[src/rtl/mcu_lsu.sv]
// Load/store unit: single outstanding op, valid/ready data-memory bus, aligned/extended load writeback.
// Optional misalignment trap enabled by defining MCU_LSU_MISALIGN_FAULT_EN.
module mcu_lsu #(
  parameter int unsigned AW = 32,
  parameter int unsigned DW = 32
) (
  input  logic          clk,
  input  logic          rst,
  input  logic          req_valid,
  output logic          req_ready,
  input  logic          req_is_store,
  input  logic [1:0]    req_size,
  input  logic          req_unsigned,
  input  logic [AW-1:0] req_addr,
  input  logic [DW-1:0] req_wdata,
  input  logic [4:0]    req_rd,
  output logic          dmem_req_valid,
  input  logic          dmem_req_ready,
  output logic          dmem_we,
  output logic [AW-1:0] dmem_addr,
  output logic [3:0]    dmem_wstrb,
  output logic [DW-1:0] dmem_wdata,
  input  logic          dmem_rsp_valid,
  input  logic [DW-1:0] dmem_rsp_data,
  output logic          lsu_wb_valid,
  output logic [4:0]    lsu_wb_rd,
  output logic [DW-1:0] lsu_wb_data,
  output logic          busy,
  output logic [4:0]    busy_rd,
  output logic          lsu_fault_valid,
  output logic [AW-1:0] lsu_fault_addr
);

  typedef enum logic [1:0] {IDLE, REQ, WAIT} state_t;

  state_t        r_state;
  state_t        w_next;
  logic          r_is_store;
  logic [1:0]    r_size;
  logic          r_unsigned;
  logic [AW-1:0] r_addr;
  logic [3:0]    r_wstrb;
  logic [DW-1:0] r_wdata;
  logic [4:0]    r_rd;
  logic          r_wb_valid;
  logic [4:0]    r_wb_rd;
  logic [DW-1:0] r_wb_data;

  logic          w_misalign;
  logic          w_accept;
  logic [3:0]    w_wstrb;
  logic [DW-1:0] w_wdata;
  logic [DW-1:0] w_shb;
  logic [DW-1:0] w_shh;
  logic [DW-1:0] w_ld;

`ifdef MCU_LSU_MISALIGN_FAULT_EN
  logic          r_fault_valid;
  logic [AW-1:0] r_fault_addr;

  always_comb begin
    w_misalign = ((req_size == 2'd1) && req_addr[0]) ||
                 (req_size[1] && (req_addr[1:0] != 2'b00));
  end

  // Misaligned ops are trapped at accept and never reach the bus.
  always_ff @(posedge clk or posedge rst) begin
    if (rst) begin
      r_fault_valid <= 1'b0;
      r_fault_addr  <= '0;
    end else begin
      r_fault_valid <= (r_state == IDLE) && req_valid && w_misalign;
      if ((r_state == IDLE) && req_valid && w_misalign)
        r_fault_addr <= req_addr;
    end
  end

  assign lsu_fault_valid = r_fault_valid;
  assign lsu_fault_addr  = r_fault_addr;
`else
  always_comb begin
    w_misalign = 1'b0;
  end

  assign lsu_fault_valid = 1'b0;
  assign lsu_fault_addr  = '0;
`endif

  assign w_accept = (r_state == IDLE) && req_valid && !w_misalign;

  always_comb begin
    w_wstrb = 4'b1111;
    w_wdata = req_wdata;
    case (req_size)
      2'd0: begin
        w_wstrb = 4'b0001 << req_addr[1:0];
        w_wdata = {4{req_wdata[7:0]}};
      end
      2'd1: begin
        w_wstrb = 4'b0011 << {req_addr[1], 1'b0};
        w_wdata = {2{req_wdata[15:0]}};
      end
      default: begin
        w_wstrb = 4'b1111;
        w_wdata = req_wdata;
      end
    endcase
  end

  always_ff @(posedge clk or posedge rst) begin
    if (rst) r_state <= IDLE;
    else     r_state <= w_next;
  end

  always_comb begin
    w_next = r_state;
    case (r_state)
      IDLE: if (w_accept) w_next = REQ;
      REQ:  if (dmem_req_ready) w_next = r_is_store ? IDLE : WAIT;
      WAIT: if (dmem_rsp_valid) w_next = IDLE;
      default: w_next = IDLE;
    endcase
  end

  always_ff @(posedge clk or posedge rst) begin
    if (rst) begin
      r_is_store <= 1'b0;
      r_size     <= '0;
      r_unsigned <= 1'b0;
      r_addr     <= '0;
      r_wstrb    <= '0;
      r_wdata    <= '0;
      r_rd       <= '0;
    end else if (w_accept) begin
      r_is_store <= req_is_store;
      r_size     <= req_size;
      r_unsigned <= req_unsigned;
      r_addr     <= req_addr;
      r_wstrb    <= w_wstrb;
      r_wdata    <= w_wdata;
      r_rd       <= req_rd;
    end
  end

  // Shift the addressed lane down to bit 0 before extending.
  always_comb begin
    w_shb = dmem_rsp_data >> {r_addr[1:0], 3'b000};
    w_shh = dmem_rsp_data >> {r_addr[1], 4'b0000};
    case (r_size)
      2'd0:    w_ld = r_unsigned ? {24'b0, w_shb[7:0]}  : {{24{w_shb[7]}}, w_shb[7:0]};
      2'd1:    w_ld = r_unsigned ? {16'b0, w_shh[15:0]} : {{16{w_shh[15]}}, w_shh[15:0]};
      default: w_ld = dmem_rsp_data;
    endcase
  end

  always_ff @(posedge clk or posedge rst) begin
    if (rst) begin
      r_wb_valid <= 1'b0;
      r_wb_rd    <= '0;
      r_wb_data  <= '0;
    end else begin
      r_wb_valid <= 1'b0;
      if ((r_state == WAIT) && dmem_rsp_valid && (r_rd != 5'd0)) begin
        r_wb_valid <= 1'b1;
        r_wb_rd    <= r_rd;
        r_wb_data  <= w_ld;
      end
    end
  end

  assign req_ready      = (r_state == IDLE);
  assign dmem_req_valid = (r_state == REQ);
  assign dmem_we        = (r_state == REQ) && r_is_store;
  assign dmem_addr      = {r_addr[AW-1:2], 2'b00};
  assign dmem_wstrb     = r_wstrb;
  assign dmem_wdata     = r_wdata;
  assign lsu_wb_valid   = r_wb_valid;
  assign lsu_wb_rd      = r_wb_rd;
  assign lsu_wb_data    = r_wb_data;
  assign busy           = (r_state != IDLE);
  assign busy_rd        = ((r_state != IDLE) && !r_is_store) ? r_rd : 5'd0;

endmodule

[config.mk]
export PLATFORM = sky130hd
export DESIGN_NAME = mcu_lsu
export DESIGN_NICKNAME = d
export VERILOG_FILES = /design/src/rtl/mcu_lsu.sv
export SDC_FILE = /design/constraint.sdc
export NUM_CORES = 1
export LEC_CHECK = 0
export CORE_ASPECT_RATIO = 0.75
export CORE_MARGIN = 5
export CORE_UTILIZATION = 42
export DETAILED_ROUTE_END_ITERATION = 10
export PLACE_DENSITY = 0.81
export SLEW_MARGIN = 20
export SYNTH_ARGS = -nofsm -noshare
export SYNTH_HDL_FRONTEND = slang
export SYNTH_SLANG_ARGS = --single-unit
export TNS_END_PERCENT = 20
[constraint.sdc]
create_clock -name clk -period 4.9 [get_ports clk]
set_input_delay 0.98 -clock clk [delete_from_list [all_inputs] [get_ports clk]]
set_output_delay 0.98 -clock clk [all_outputs]
set_load 0.1 [all_outputs]
==> impl_summary.log <==
[metrics] count of maximum capacitance violations: 0
[metrics] number of library cell types mapped by synthesis: 34
[metrics] fraction of synthesized cell area in xor and xnor cells: 0
[metrics] Worst Setup End Kind: output pin
[metrics] total global-route track usage: 0.202
[metrics] sequential element share of the synthesized area: 0.506
[metrics] Post-Route WL: 16900 um
[metrics] number of buffers on the longest clock path: 2
[metrics] first-pass GRT wire length: ~27000 um
[metrics] startpoint of the tightest hold check path: r_addr[11]
[metrics] placed wire-length estimate: about 12000 um
[metrics] compound-gate portion of the synthesized area: 0.0924
[metrics] dominant combinational cell family by area after synthesis: simple AND/OR/NAND/NOR gates
[metrics] count leader, synth: nand2_1
[metrics] final number of max-transition violations: 0
[metrics] height of the chip: 112 um
[metrics] worst setup skew after layout: 8.90 ps
[metrics] vias after detailed routing: 5077
[metrics] adder and majority gate portion of the synthesized area: 0
[metrics] H-tree lvl count: 4
[metrics] Post-Syn Area per Cell: just under 9 um^2
[metrics] number of synthesized register bits: 117
[metrics] Antenna Cells: 0
[metrics] relative area change from synthesis to final layout: 45.3%
[metrics] Setup Crit Path Kind: reg -> out
[metrics] Final Critical Period: between 3000 and 4000 ps
[metrics] FILL cells: roughly 1.2k
[metrics] number of instances in the synthesized netlist: between 600 and 700
[metrics] Syn. warnings: 0
[metrics] die width: between 100 and 150 um
[metrics] category of the worst setup path launch point: flip-flop
[metrics] leading register cell type out of synthesis: dfrtp_1
[metrics] count of hold buffers inserted by post-cts repair: 0
[metrics] Max-slew headroom: 0.305
[metrics] drt wl/cell: roughly 16 um
[metrics] core region area: 0.0136 mm^2
[metrics] type of the worst min-delay path: reg -> reg
[metrics] Syn Std Cell Area: slightly below 0.006 mm^2
[metrics] Tightest Pin Transition: 1040 ps
[metrics] total negative setup slack: 0 ps
[metrics] number of enable flip-flop cells after synthesis: 0
[metrics] Reg-to-Reg End: lsu_wb_data[17]
[metrics] IO Count: about 260
[metrics] most numerous cell types in the synthesized netlist: 212 x nand2_1, 117 x dfrtp_1, 66 x buf_4
[metrics] hold worst-path end: r_addr[11]
[metrics] largest driver fanout on the critical path: 5
[metrics] post-route antenna net violation count: 0
[metrics] reg2reg setup slack: 2180 ps
[metrics] Worst-Skew Late Latency: around 410 ps
[metrics] Pre-antenna DRT Iters: 5
[metrics] floorplan die area: about 0.016 mm^2
[metrics] data arrival time of the critical path: about 2500 ps
[metrics] cell at the root of the clock tree: clkbuf_16
[metrics] cts bufs inserted: 17
[metrics] CTS sink cnt: 117
[metrics] global route total overflow: 0
[metrics] TritonCTS clock tree: yes
[metrics] library cell occupying the most area in the post-synthesis netlist: dfrtp_1
[metrics] number of buffers inserted by port buffering: approximately 220
[metrics] Reg-to-Reg Start: r_rd[1]
[metrics] Via density: between 4 and 5
[metrics] count of endpoints failing hold in the final timing report: 0
[metrics] number of cells on the worst hold path: 2
[metrics] mux share of post-synthesis cell area: 0.0628
[metrics] basic-gate share of the synthesized area counting and, or, nand and nor cells: 0.218
[metrics] DRC errors left: 0
[metrics] proportion of register bits with asynchronous set or reset after synthesis: 1.00
[metrics] Initial DRC Count: roughly 350
[metrics] maximum clock frequency: 289 MHz
[metrics] number of core rows: 37
[metrics] Initial Util: 0.425
[metrics] Setup Buffers After CTS: 0
[metrics] fraction of the cycle the final worst path needs: 0.706
[metrics] placer congestion estimate: between 0.8 and 0.9
[metrics] layout cell share with drive strength beyond 1: 0.0457
[metrics] post-cts sizing count: 0
[metrics] RSZ-0062 raised after global routing: no
[metrics] via count of the first global-routing pass: 5076
[metrics] count of final setup violators: 0
[metrics] clock-pin slew on the worst setup and hold paths: 50 ps
[metrics] top-area cell type share of the netlist area: 0.506
[metrics] maximum number of pins on one net before global-route repair: 60
[metrics] CP Data Required Time: 3920 ps
[metrics] number of antenna violations at the first check in global routing: 0
[metrics] run status: finished, final reports clean
[metrics] number of cells on the worst reg-to-reg path: 6
[metrics] top post-synthesis cells by area: dfrtp_1 51%, nand2_1 14%, buf_4 8.6%
[metrics] Final #Nets: roughly 950
==> metrics by stage <==
stage                util  cells  hold WS (ps)  worst slack [ps]  area, um^2
floorplan               -    696           447               819        5910
global placement    0.571    997           457              1720        7770
detailed placement  0.571    997           461              1640        7770
CTS                 0.617   1028           474              1410        8400
global route        0.617   1028           493              1270        8400
finish              0.617   1028           468              1440        8400
==> logic make-up (layout without fill, tap and decap cells) <==
family / after synthesis / count (layout)
buffers and inverters: 112 / 269
and+or+nand+nor: 301 / 301
muxes: 35 / 35
other: 1 / 35
DFF: 117 / 117
AOI/OAI and AO/OA: 96 / 96
==> final cells by class <==
type / instances / area, um^2 / area share
Sequential cell: 117 / 2930 / 0.349
Clock inverter: 8 / 148 / 0.0176
Inverter: 10 / 40.0 / 0.00477
Multi-Input combinational cell: 467 / 2310 / 0.275
Timing Repair Buffer: 228 / 2280 / 0.271
Tap cell: 175 / 219 / 0.0261
Clock buffer: 23 / 478 / 0.0569
==> cells in the final DEF (no fill, tap or decap), drive strengths merged, types with 6 or more instances in the layout <==
cell	instances
nand2	212
nand3	28
clkdlybuf4s50	222
buf	6
o22ai	8
and2	6
or3	22
inv	9
o21ai	57
nor2	24
mux2i	34
conb	35
a21oi	13
a31oi	9
dfrtp	117
clkbuf	23
==> critical path, stage by stage, from the launching register on <==
cell             delay (ps)
dfrtp_1                 370
nor2_1                  100
nor2_1                  300
and2_1                  180
clkdlybuf4s50_1        1130
==> registers in the layout, indices dropped and copies added (netlist names) <==
signal        cells
dmem_wstrb        4
lsu_wb_valid      1
r_is_store        1
lsu_wb_rd         5
r_rd              5
r_unsigned        1
r_size            2
r_state           2
lsu_wb_data      32
r_addr           32
dmem_wdata       32
==> worst max path at each step <==
stage	from	slack, ps	end	cells after the start
5_1_grt	r_state[1]	1270	busy_rd[0]	4
3_5_place_dp	dmem_rsp_valid	1640	lsu_wb_data[1]	7
3_3_place_gp	dmem_rsp_valid	1720	lsu_wb_data[4]	7
6_report	r_state[0]	1440	busy_rd[2]	4
4_1_cts	r_state[0]	1410	busy_rd[2]	4
2_1_floorplan	rst	820	dmem_wdata[0]	1
==> routing by layer <==
metal  routed length (um)  vias to the layer above  track usage  share of wire
met1                 7080                     2388        0.261           0.42
met5                    0                        -            0              0
li1                     -                     2452            -              -
met3                 1820                       22       0.0932           0.11
met4                  179                        0       0.0466          0.011
met2                 7830                      215        0.312           0.46
Power is not shown: default switching activity piles up to over one toggle a cycle in this logic, so the estimate is an artifact.
==> variant 1: new RTL, same flow settings <==
Add a define of `MCU_LSU_MISALIGN_FAULT_EN`.
--- a/src/rtl/mcu_lsu.sv
+++ b/src/rtl/mcu_lsu.sv
@@ -2,2 +2,4 @@
 // Optional misalignment trap enabled by defining MCU_LSU_MISALIGN_FAULT_EN.
+`define MCU_LSU_MISALIGN_FAULT_EN
+
 module mcu_lsu #(
Behaviour: not the same (a bounded check fails within 4 cycles, from zero or initial values and one cycle with rst high).
==> variant 1 against the unedited design <==
Routed wire length rose by 13%; worst setup slack got worse by 0.16 ns; count of clock-buffer cells in the layout decreased by 3; synthesized area grew 17%; design area rose by 17%; sequential cell count increased by 33; global-route usage is 0.38 points higher; critical path type unchanged.
Power is left out: the tool's default activity adds up to more than one toggle a clock period on the data nets, which glitch-free logic cannot reach.
==> variant 1: results (changes against the unedited design) <==
outcome complete, no violations; ys async rst share 100% (unchanged); drt initial violations 290 (-17%); worst clock skew 0.00791 ns (-0.000987 ns); Tot GR Track Use 20.6% (+0.38 points); Crit path max-delay family buffers and inverters; post-synthesis sequential area ratio 55.4% (+4.7 points); clk root buf clkbuf_16; Slowest cell on crit path clkdlybuf4s50_1; fraction of layout cells with a size suffix above 1 15.0% (+10 points); FF/Latch Area 0.00375 mm² (+28%); # port buffers 255 (+15%); Bufs on Longest Clock Path 2 (unchanged); # H-tree levels 4 (unchanged); Setup WS pre-CTS 1.31 ns (-0.332 ns); Layout Nets 924 (-2.8%); Yosys cell types 42 (+24%); global-route wire length before repair 30200 µm (+13%); # fillers 1290 (+8.2%); CTS Buf Count 17 (unchanged); top cells by area, synth dfrtp_1 55%, mux2_2 13%, mux2i_1 5.0%; drt first pass iters 5 (unchanged); Slew HR 30.8% (+0.38 points); gp weighted congestion 0.860 (-3.7%); global route overflow 0 (unchanged); initial antenna violation count 0 (unchanged); DRT Wirelength 19100 µm (+13%); Skew-Pair Late Insertion Delay 0.41 ns (about the same); yosys warns 0 (unchanged); Post-CTS Resized 0 (unchanged); antenna cells 0 (unchanged); Area after DPL 0.00927 mm² (+19%); Post-synth top cells 150 x dfrtp_1, 80 x mux2_2, 75 x nand2_1, 45 x o21ai_0, 40 x buf_4; worst hold path class flop to flop; DP Wirelength 14000 µm (+14%); largest net degree at the start of global routing 151 (+150%); arrival time at the worst endpoint 2.64 ns (+0.16 ns); Main synth FF type dfrtp_1; Max stage delay on crit path 1.17 ns (+0.04 ns); crit path max fanout 5 (unchanged); Reg clk slew, reported paths 0.06 ns; Setup Buffers After CTS 0 (unchanged); Vias 5310 (+4.6%); area grow syn2layout 45.3% (about the same); vias in the first global route 5394 (+6.3%)
variant 1: cell count changes after synthesis, sizes merged, moves of 3 or more:
cell / unedited run / this run
buf: 77 / 56
clkbuf: 25 / 10
o21ai: 57 / 52
inv: 9 / 6
mux2: 0 / 81
dfrtp: 117 / 150
nand2: 212 / 75
variant 1: area by class of cell:
| cell class | count | share of cell area [%] |
|---|---|---|
| flip-flops and latches | 150 | 38.1 |
| clock buffers | 20 | 4.64 |
| multi-input cells | 376 | 26.3 |
| clock inverters | 12 | 1.31 |
| repair buffers | 261 | 26.6 |
| inverters | 8 | 0.343 |
| well taps | 210 | 2.67 |
variant 1: metrics by stage:
step / hold WS, ns / cells
2_1_floorplan: 0.459 / 600
3_3_place_gp: 0.460 / 1005
3_5_place_dp: 0.463 / 1005
4_1_cts: 0.478 / 1037
5_1_grt: 0.492 / 1037
6_report: 0.476 / 1037
variant 1: logic make-up (layout without fill, tap and decap cells):
group,count (synthesis),count (layout),synth area share (%)
other cells,1,2,0.0553
simple gates,167,167,11.4
compound gates,91,91,7.68
flops,150,150,55.4
mux,116,116,18.8
buf+inv,74,301,6.68
variant 1: worst paths after layout:
| kind | from | endpoint | slack (ns) | depth (start not counted) |
|---|---|---|---|---|
| max reg2reg | r_addr[1] | lsu_wb_data[31] | 2.54 | 4 |
| min in group asynchronous | rst | dmem_wdata[5] | 1.07 | 3 |
| max in group asynchronous | rst | lsu_wb_rd[0] | 3.05 | 3 |
| min | dmem_wdata[22] | dmem_wdata[22] | 0.48 | 2 |
| min reg2reg | dmem_wdata[22] | dmem_wdata[22] | 0.48 | 2 |
| max | r_state[0] | busy_rd[4] | 1.28 | 4 |
variant 1: routing by layer:
layer  GRT usage, %  vias to the layer above  wire length [µm]
met5              0                        -                 0
met4           5.96                        0               269
met3           8.36                       17              1920
met2           31.1                      202              8910
met1           27.4                     2602              8030
li1               -                     2489                 -
variant 1: tightest hold or removal path, delay by kind of cell, from the launching register on:
family | cells | cell delay [ns]
AO/OA/AOI/OAI | 1 | 0.06
flip-flops | 1 | 0.34
AND/OR/NAND/NOR | 1 | 0.05
==> variant 2: new RTL, same flow settings <==
Without the edit above. The 3 states of `state_t` get a one-hot encoding in 3 bits.
--- a/src/rtl/mcu_lsu.sv
+++ b/src/rtl/mcu_lsu.sv
@@ -33,3 +33,3 @@
 
-  typedef enum logic [1:0] {IDLE, REQ, WAIT} state_t;
+  typedef enum logic [2:0] {IDLE = 3'b001, REQ = 3'b010, WAIT = 3'b100} state_t;
 
Formal check against the unedited RTL: no difference found for any inputs over 10 cycles, from zero or initial values and one cycle with rst high; not proved beyond that.
==> variant 2 against the unedited design <==
Non-clock buffer count is 3 lower; register-to-register slack improved by 0.27 ns; routed wire length shrank 1.3%; count of clock-buffer cells in the layout shrank 1; utilization decreased by 0.76 points; sequential cell count increased by 1; worst setup slack got worse by 0.25 ns; design area shrank 0.57%; global-route usage decreased by 0.43 points; synthesized area rose by 1.5%; critical path type unchanged.
Power is not shown: default switching activity piles up to over one toggle a cycle in this logic, so the estimate is an artifact.
==> variant 2: results (changes against the unedited design) <==
Main synth FF type dfrtp_1; crit path max fanout 9 (+4); post-synthesis sequential area ratio 50.3% (-0.31 points); Yosys cell types 40 (+18%); gp weighted congestion 0.818 (-8.4%); Avg Cell Area, Syn 8.76 µm² (+0.30%); vias in the first global route 4993 (-1.6%); arrival time at the worst endpoint 2.73 ns (+0.25 ns); outcome complete, no violations; largest net degree at the start of global routing 98 (+63%); DP Wirelength 12000 µm (-3.1%); DRT Wirelength 16700 µm (-1.3%); fraction of layout cells with a size suffix above 1 5.94% (+1.4 points); uppermost layer routed met4; wire length on met2 7580 µm (-3.1%); drt initial violations 238 (-32%); Tot GR Track Use 19.8% (-0.43 points); Layout Nets 956 (+0.53%); Vias 5066 (-0.22%); top cells by area, synth dfrtp_1 50%, nand2_1 14%, buf_4 8.6%; post-route ant nets 0 (unchanged); Post-synth top cells 219 x nand2_1, 117 x dfrtp_1, 67 x buf_4, 50 x o21ai_0, 33 x nor2_1; Bufs on Longest Clock Path 2 (unchanged); antenna cells 0 (unchanged); global-route wire length before repair 26200 µm (-1.5%); Slew HR 31.5% (+1.1 points); Met3 Wirelength 1680 µm (-7.4%); met1 wire length 7160 µm (+1.2%); Non-Filler Instances 1033 (+0.49%); worst clock skew 0.00798 ns (-0.000919 ns)
-- variant 2: changes by cell type after synthesis, moves of 3 or more --
| cell | change |
|---|---|
| buf_1 | -3 |
| nand3b_1 | +8 |
| a22oi_1 | +7 |
| nand3_1 | -28 |
| or3_1 | -8 |
| o22ai_1 | -7 |
| a21oi_1 | +17 |
| buf_2 | +9 |
| nor2_1 | +9 |
| nand2_1 | +7 |
| clkbuf_1 | -5 |
| mux2i_1 | -6 |
| mux2_2 | +7 |
-- variant 2: critical path, cell delays in order, from the launching register on --
cell and delay [ns]:
dfstp_2 0.59, nor3b_2 0.41, nor2_1 0.17, and2_1 0.20, clkdlybuf4s50_1 0.96
-- variant 2: cell type report --
type / instances / area (µm²)
sequential: 118 / 2950
clock buffer: 22 / 464
clock inverter: 9 / 55.1
tap: 175 / 219
inverter: 9 / 36.3
multi-input combinational: 475 / 2360
fill: 1184 / 5350
timing repair buffer: 225 / 2260
-- variant 2: kinds of logic after synthesis --
family	Yosys count	synth area share, %
and+or+nand+nor	297	21.6
muxes	35	6.12
buffers and inverters	111	11.7
AOI/OAI and AO/OA	108	10.2
other	1	0.0639
DFF	118	50.3
-- variant 2: per-layer routing --
| metal | global-route usage [%] | vias up |
|---|---|---|
| met5 | 0 | - |
| met4 | 6.02 | 0 |
| met3 | 8.96 | 22 |
| met2 | 30.3 | 210 |
| met1 | 25.3 | 2379 |
| li1 | - | 2455 |
-- variant 2: through the flow --
step | cell area (µm²) | setup slack (ns)
after floorplan | 6000 | 0.793
after CTS | 8350 | 1.16
after global routing | 8350 | 1.07
after global placement | 7830 | 1.62
final | 8350 | 1.19
after detailed placement | 7830 | 1.61
-- variant 2: path summary, 6_finish.rpt --
kind / start / to / slack [ns] / cells after the start
min: r_addr[20] / r_addr[20] / 0.47 / 2
max in group asynchronous: rst / r_rd[1] / 3.07 / 3
min in group asynchronous: rst / r_addr[8] / 1.04 / 2
min reg2reg: r_addr[20] / r_addr[20] / 0.47 / 2
max: r_state[0] / busy_rd[2] / 1.19 / 4
max reg2reg: r_rd[1] / lsu_wb_data[10] / 2.45 / 5
